--- config.mk ---
export PLATFORM = sky130hd
export DESIGN_NAME = rx_capture_fifo
export DESIGN_NICKNAME = d
export VERILOG_FILES = /design/src/rtl/rx_capture_fifo.sv
export SDC_FILE = /design/constraint.sdc
export NUM_CORES = 1
export LEC_CHECK = 0
export BUFFER_PORTS_ARGS = -buffer_cell sky130_fd_sc_hd__clkbuf_2
export CORE_MARGIN = 2
export CORE_UTILIZATION = 50
export CTS_BUF_LIST = sky130_fd_sc_hd__clkbuf_8 sky130_fd_sc_hd__clkbuf_16
export CTS_CLUSTER_SIZE = 20
export DETAILED_ROUTE_END_ITERATION = 7
export GPL_ROUTABILITY_DRIVEN = 0
export PLACE_DENSITY = 0.82
export SLEW_MARGIN = 25
export SYNTH_ARGS = -nofsm -noshare
export SYNTH_HDL_FRONTEND = slang
export SYNTH_SLANG_ARGS = --single-unit
--- constraint.sdc ---
create_clock -name Bclkx16_ -period 6.7 [get_ports Bclkx16_]
set_input_delay 1.34 -clock Bclkx16_ [delete_from_list [all_inputs] [get_ports Bclkx16_]]
set_output_delay 1.34 -clock Bclkx16_ [all_outputs]
set_load 0.05 [all_outputs]
--- src/rtl/rx_capture_fifo.sv ---
// rx_capture_fifo
// Captures every completed receive frame (data plus error flag) into a
// DEPTH-entry show-ahead FIFO that the consumer drains with a valid/ack
// handshake. After each frame it pulses the active-low receiver reset for
// RST_PULSE cycles. A frame that arrives while the FIFO is full is lost and
// raises a sticky overrun flag.
//
// Ports:
//   Bclkx16_   clock, everything on its rising edge
//   reset      synchronous, active-low
//   Rx_done    frame complete; only its rising edge pushes
//   Rx_err     error flag of the frame, sampled with Rx_done
//   data       received frame
//   dis_ack    pop request; ignored while empty
//   clr_ovr    clears overrun (a drop in the same cycle wins)
//   rst        active-low reset pulse to the receiver modules
//   dis        head-of-FIFO data, 0 when empty
//   dis_err    head-of-FIFO error flag, 0 when empty
//   dis_valid  FIFO not empty
//   count      occupancy, 0..DEPTH
//   overrun    sticky lost-frame flag
module rx_capture_fifo #(
  parameter int DATA_W    = 8,
  parameter int DEPTH     = 4,
  parameter int RST_PULSE = 2
) (
  input  logic                     Bclkx16_,
  input  logic                     reset,
  input  logic                     Rx_done,
  input  logic                     Rx_err,
  input  logic [DATA_W-1:0]        data,
  input  logic                     dis_ack,
  input  logic                     clr_ovr,
  output logic                     rst,
  output logic [DATA_W-1:0]        dis,
  output logic                     dis_err,
  output logic                     dis_valid,
  output logic [$clog2(DEPTH):0]   count,
  output logic                     overrun
);

  localparam int PTR_W = $clog2(DEPTH);
  localparam int CNT_W = PTR_W + 1;
  localparam int PC_W  = (RST_PULSE > 0) ? $clog2(RST_PULSE + 1) : 1;

  typedef enum logic {IDLE, PULSE} state_t;

  logic [DATA_W:0]  mem [DEPTH];
  logic [PTR_W-1:0] wr_ptr_reg, rd_ptr_reg;
  logic [CNT_W-1:0] count_reg;
  logic             rx_done_reg;
  logic             overrun_reg;
  logic             rst_reg;
  state_t           state_reg, state_next;
  logic [PC_W-1:0]  pulse_cnt_reg, pulse_cnt_next;

  logic             push_ev, full, empty, pop, push, drop;
  logic [DATA_W:0]  head;

  // Edge detect: the register resets to 1 so a level already high at
  // reset release is not taken as a new frame.
  assign push_ev = Rx_done & ~rx_done_reg;
  assign empty   = (count_reg == '0);
  assign full    = (count_reg == CNT_W'(DEPTH));
  assign pop     = dis_ack & ~empty;
  // A pop in the same cycle frees the slot, so a full FIFO still accepts.
  assign push    = push_ev & (~full | pop);
  assign drop    = push_ev & full & ~pop;

  // Contents carry no reset; occupancy alone decides what is valid.
  always_ff @(posedge Bclkx16_) begin
    if (reset && push)
      mem[wr_ptr_reg] <= {Rx_err, data};
  end

  always_ff @(posedge Bclkx16_) begin
    if (!reset) begin
      wr_ptr_reg  <= '0;
      rd_ptr_reg  <= '0;
      count_reg   <= '0;
      rx_done_reg <= 1'b1;
      overrun_reg <= 1'b0;
    end else begin
      rx_done_reg <= Rx_done;
      if (push) wr_ptr_reg <= wr_ptr_reg + 1'b1;
      if (pop)  rd_ptr_reg <= rd_ptr_reg + 1'b1;
      case ({push, pop})
        2'b10:   count_reg <= count_reg + 1'b1;
        2'b01:   count_reg <= count_reg - 1'b1;
        default: count_reg <= count_reg;
      endcase
      if (drop)
        overrun_reg <= 1'b1;
      else if (clr_ovr)
        overrun_reg <= 1'b0;
    end
  end

  // Reset-pulse FSM. Every push event, including a dropped one, (re)loads
  // the counter so a frame arriving mid-pulse stretches rst low.
  always_comb begin
    state_next     = state_reg;
    pulse_cnt_next = pulse_cnt_reg;
    case (state_reg)
      IDLE: begin
        if (push_ev && (RST_PULSE > 0)) begin
          state_next     = PULSE;
          pulse_cnt_next = PC_W'(RST_PULSE);
        end
      end
      PULSE: begin
        if (push_ev) begin
          pulse_cnt_next = PC_W'(RST_PULSE);
        end else begin
          pulse_cnt_next = pulse_cnt_reg - 1'b1;
          if (pulse_cnt_next == '0)
            state_next = IDLE;
        end
      end
      default: state_next = IDLE;
    endcase
  end

  always_ff @(posedge Bclkx16_) begin
    if (!reset) begin
      state_reg     <= IDLE;
      pulse_cnt_reg <= '0;
      rst_reg       <= 1'b0;
    end else begin
      state_reg     <= state_next;
      pulse_cnt_reg <= pulse_cnt_next;
      // Registered: low from the cycle after the event while in PULSE.
      rst_reg       <= (state_next != PULSE);
    end
  end

  assign head      = mem[rd_ptr_reg];
  assign dis_valid = ~empty;
  assign dis       = empty ? '0 : head[DATA_W-1:0];
  assign dis_err   = empty ? 1'b0 : head[DATA_W];
  assign count     = count_reg;
  assign overrun   = overrun_reg;
  assign rst       = rst_reg;

endmodule

==> reports/metrics.cfg <==
[floorplanning]
start_util_pct = 52.64
fp-row-count = 23
die_h_um = 69.13
die_area_um2 = 4778
pin_count = 29
die_x_um = 69.13
coreArea_um2 = 4029

[global_route]
first_global_vias = 1211
grt_max_degree = 21
grt_overflow_total = 0
grt_usage_pct = 16.26
antenna_found_initial = 0
grt_first_pass_wirelength_um = 5830

[yosys]
syn_inst = 136
synth_async_sr_flop_share_pct = 0
synth_area_leaders = edfxtp_1, dfxtp_1, mux4_2, and2_1, ha_1
synth-edff-count = 36
synth_fp_nets = 156
ys_warn_count = 0
postSynthAreaPerCell_um2 = 15.59
synth_cell_types = 30
netlist_area_um2 = 2121
synth-seq-area-share_pct = 65.13
synth_flop_cell = edfxtp_1
synth_top_area_cell = edfxtp_1
synth_top_area_share_pct = 50.97
ys_ff_latch = 51

[clock_network]
worstSkewPairLatency_ns = 0.31
cts_tree = built
cts_resized = 0
h-tree-depth = 2
clkTransAtPathRegs_ns = 0.09
clock_path_buffers = 2
hold_buffers = 0
root_buffer = clkbuf_8
postCtsSetupBuffers = 0
cts.sinks = 51
numCtsBuffers = 5

[timing]
fmax_mhz = 296.9
setup_viol = 0
final-hold-violation-count = 0
layout_min_cycle_time_ns = 3.369
fin_skew_ns = 0.01030
finalCritPeriodShare_pct = 50.28
tightest_slew_ns = 0.6263
finalMaxSlewViolations = 0
relSlewSlack_pct = 58.19
setup_tns_ns = 0
rsz0062_at_grt = false

[setup_path]
critPathMaxFanout = 9
crit_type = reg -> out
crit_path_end_kind = primary output
endpoint = dis[7]
r2r-end = count[2]
reg2reg_slack_ns = 4.22
cp-start-kind = flip-flop
cp_data_required_time_ns = 5.36
arrival_ns = 2.03
r2r-start = count[0]
rr_worst_depth = 6

[detailed_routing]
postRouteAntennaNets = 0
dr.pass1.iters = 4
first_iter_violations = 59
top_layer_used = met4
num_vias = 1145
wl_um = 3498
wl_met2_um = 1862
routedWlPerCell_um = 16.27
met1_length_um = 1441
drc = 0
routed-wl-met3_um = 121
post_drt_via_cell_ratio = 5.326

[layout]
largest_register_ffs = 36
diodes = 0
final_common_cell = edfxtp_1
nets = 184
areaGrowthSynthToFinish_pct = 12.09
drive_gt1_share_pct = 29.70
layout_common_cells = edfxtp_1, clkbuf_2, dfxtp_1, and2_1, mux4_2
post-route-cell-area_um2 = 2377
nFillCells = 322

[status]
outcome = finished clean

[power]
leakage_nw = 0.8866
powerDensity_nw_per_um2 = 278.3
power_mw = 0.6617
max-vdd-ir-drop_v = 0.0001658

[hold_path]
min-delay-start = overrun
worst_hold_path_type = reg -> reg

[placement]
placed_cell_area_um2 = 2288
hpwl_um = 2438
port_buffers = 28

[run]
maxCapViolations = 0

==> how the worst min path moves through the flow <==
stage	cells past startpoint	endpoint
CTS	2	overrun
floorplan	2	wr_ptr_reg[1]
global route	2	overrun
finish	2	overrun
detailed placement	2	overrun
global placement	2	overrun
==> report_power, final <==
group	internal [mW]	switching (mW)
logic	0.0427	0.0872
clock network	0.0729	0.0997
registers	0.346	0.0137
total	0.461	0.201
==> synth_stat cells (all sizes together) (2+ instances only) <==
master,n
and2,13
o21ai,2
nand2b,5
buf,2
a21boi,4
or3,2
ha,5
xor2,2
mux2i,3
edfxtp,36
inv,6
dfxtp,15
nand2,4
and3,8
nand3,3
clkbuf,5
xnor2,3
mux4,9
==> stage by stage <==
| stage | hold WS (ns) | setup WS (ns) | cells | util [%] |
|---|---|---|---|---|
| finish | 0.4877 | 3.331 | 215 | 59.01 |
| global route | 0.5566 | 3.176 | 215 | 59.01 |
| CTS | 0.4915 | 3.287 | 215 | 59.01 |
| detailed placement | 0.4752 | 3.562 | 207 | 56.80 |
| global placement | 0.4663 | 3.647 | 207 | 56.80 |
| floorplan | 0.4905 | 3.293 | 136 | - |
==> routing by layer <==
metal | global-route usage [%] | vias up
met5 | 0 | -
met4 | 7.190 | 0
met3 | 5.409 | 5
met2 | 27.56 | 17
met1 | 18.71 | 569
li1 | - | 554
==> cells by family after synthesis <==
family,after synthesis,synth area share (%)
flops,51,65.13
simple gates,38,11.56
buf+inv,13,2.714
mux,12,10.97
compound gates,11,3.658
fa+ha+maj,6,3.894
xor+xnor,5,2.065
==> worst max-delay path, stage by stage, from the launching register on <==
cell and delay, ns:
dfxtp_1 0.73, mux4_2 0.58, and2_1 0.18, clkbuf_2 0.23
==> cell type report <==
| type | instances | area, um2 | area share (%) |
|---|---|---|---|
| Clock inverter | 3 | 20.02 | 0.8421 |
| Inverter | 6 | 22.52 | 0.9474 |
| Tap cell | 50 | 62.56 | 2.632 |
| Multi-Input combinational cell | 72 | 681.9 | 28.68 |
| Sequential cell | 51 | 1381 | 58.11 |
| Clock buffer | 5 | 68.82 | 2.895 |
| Timing Repair Buffer | 28 | 140.1 | 5.895 |
No activity file was read; power rests on OpenSTA's default activity.
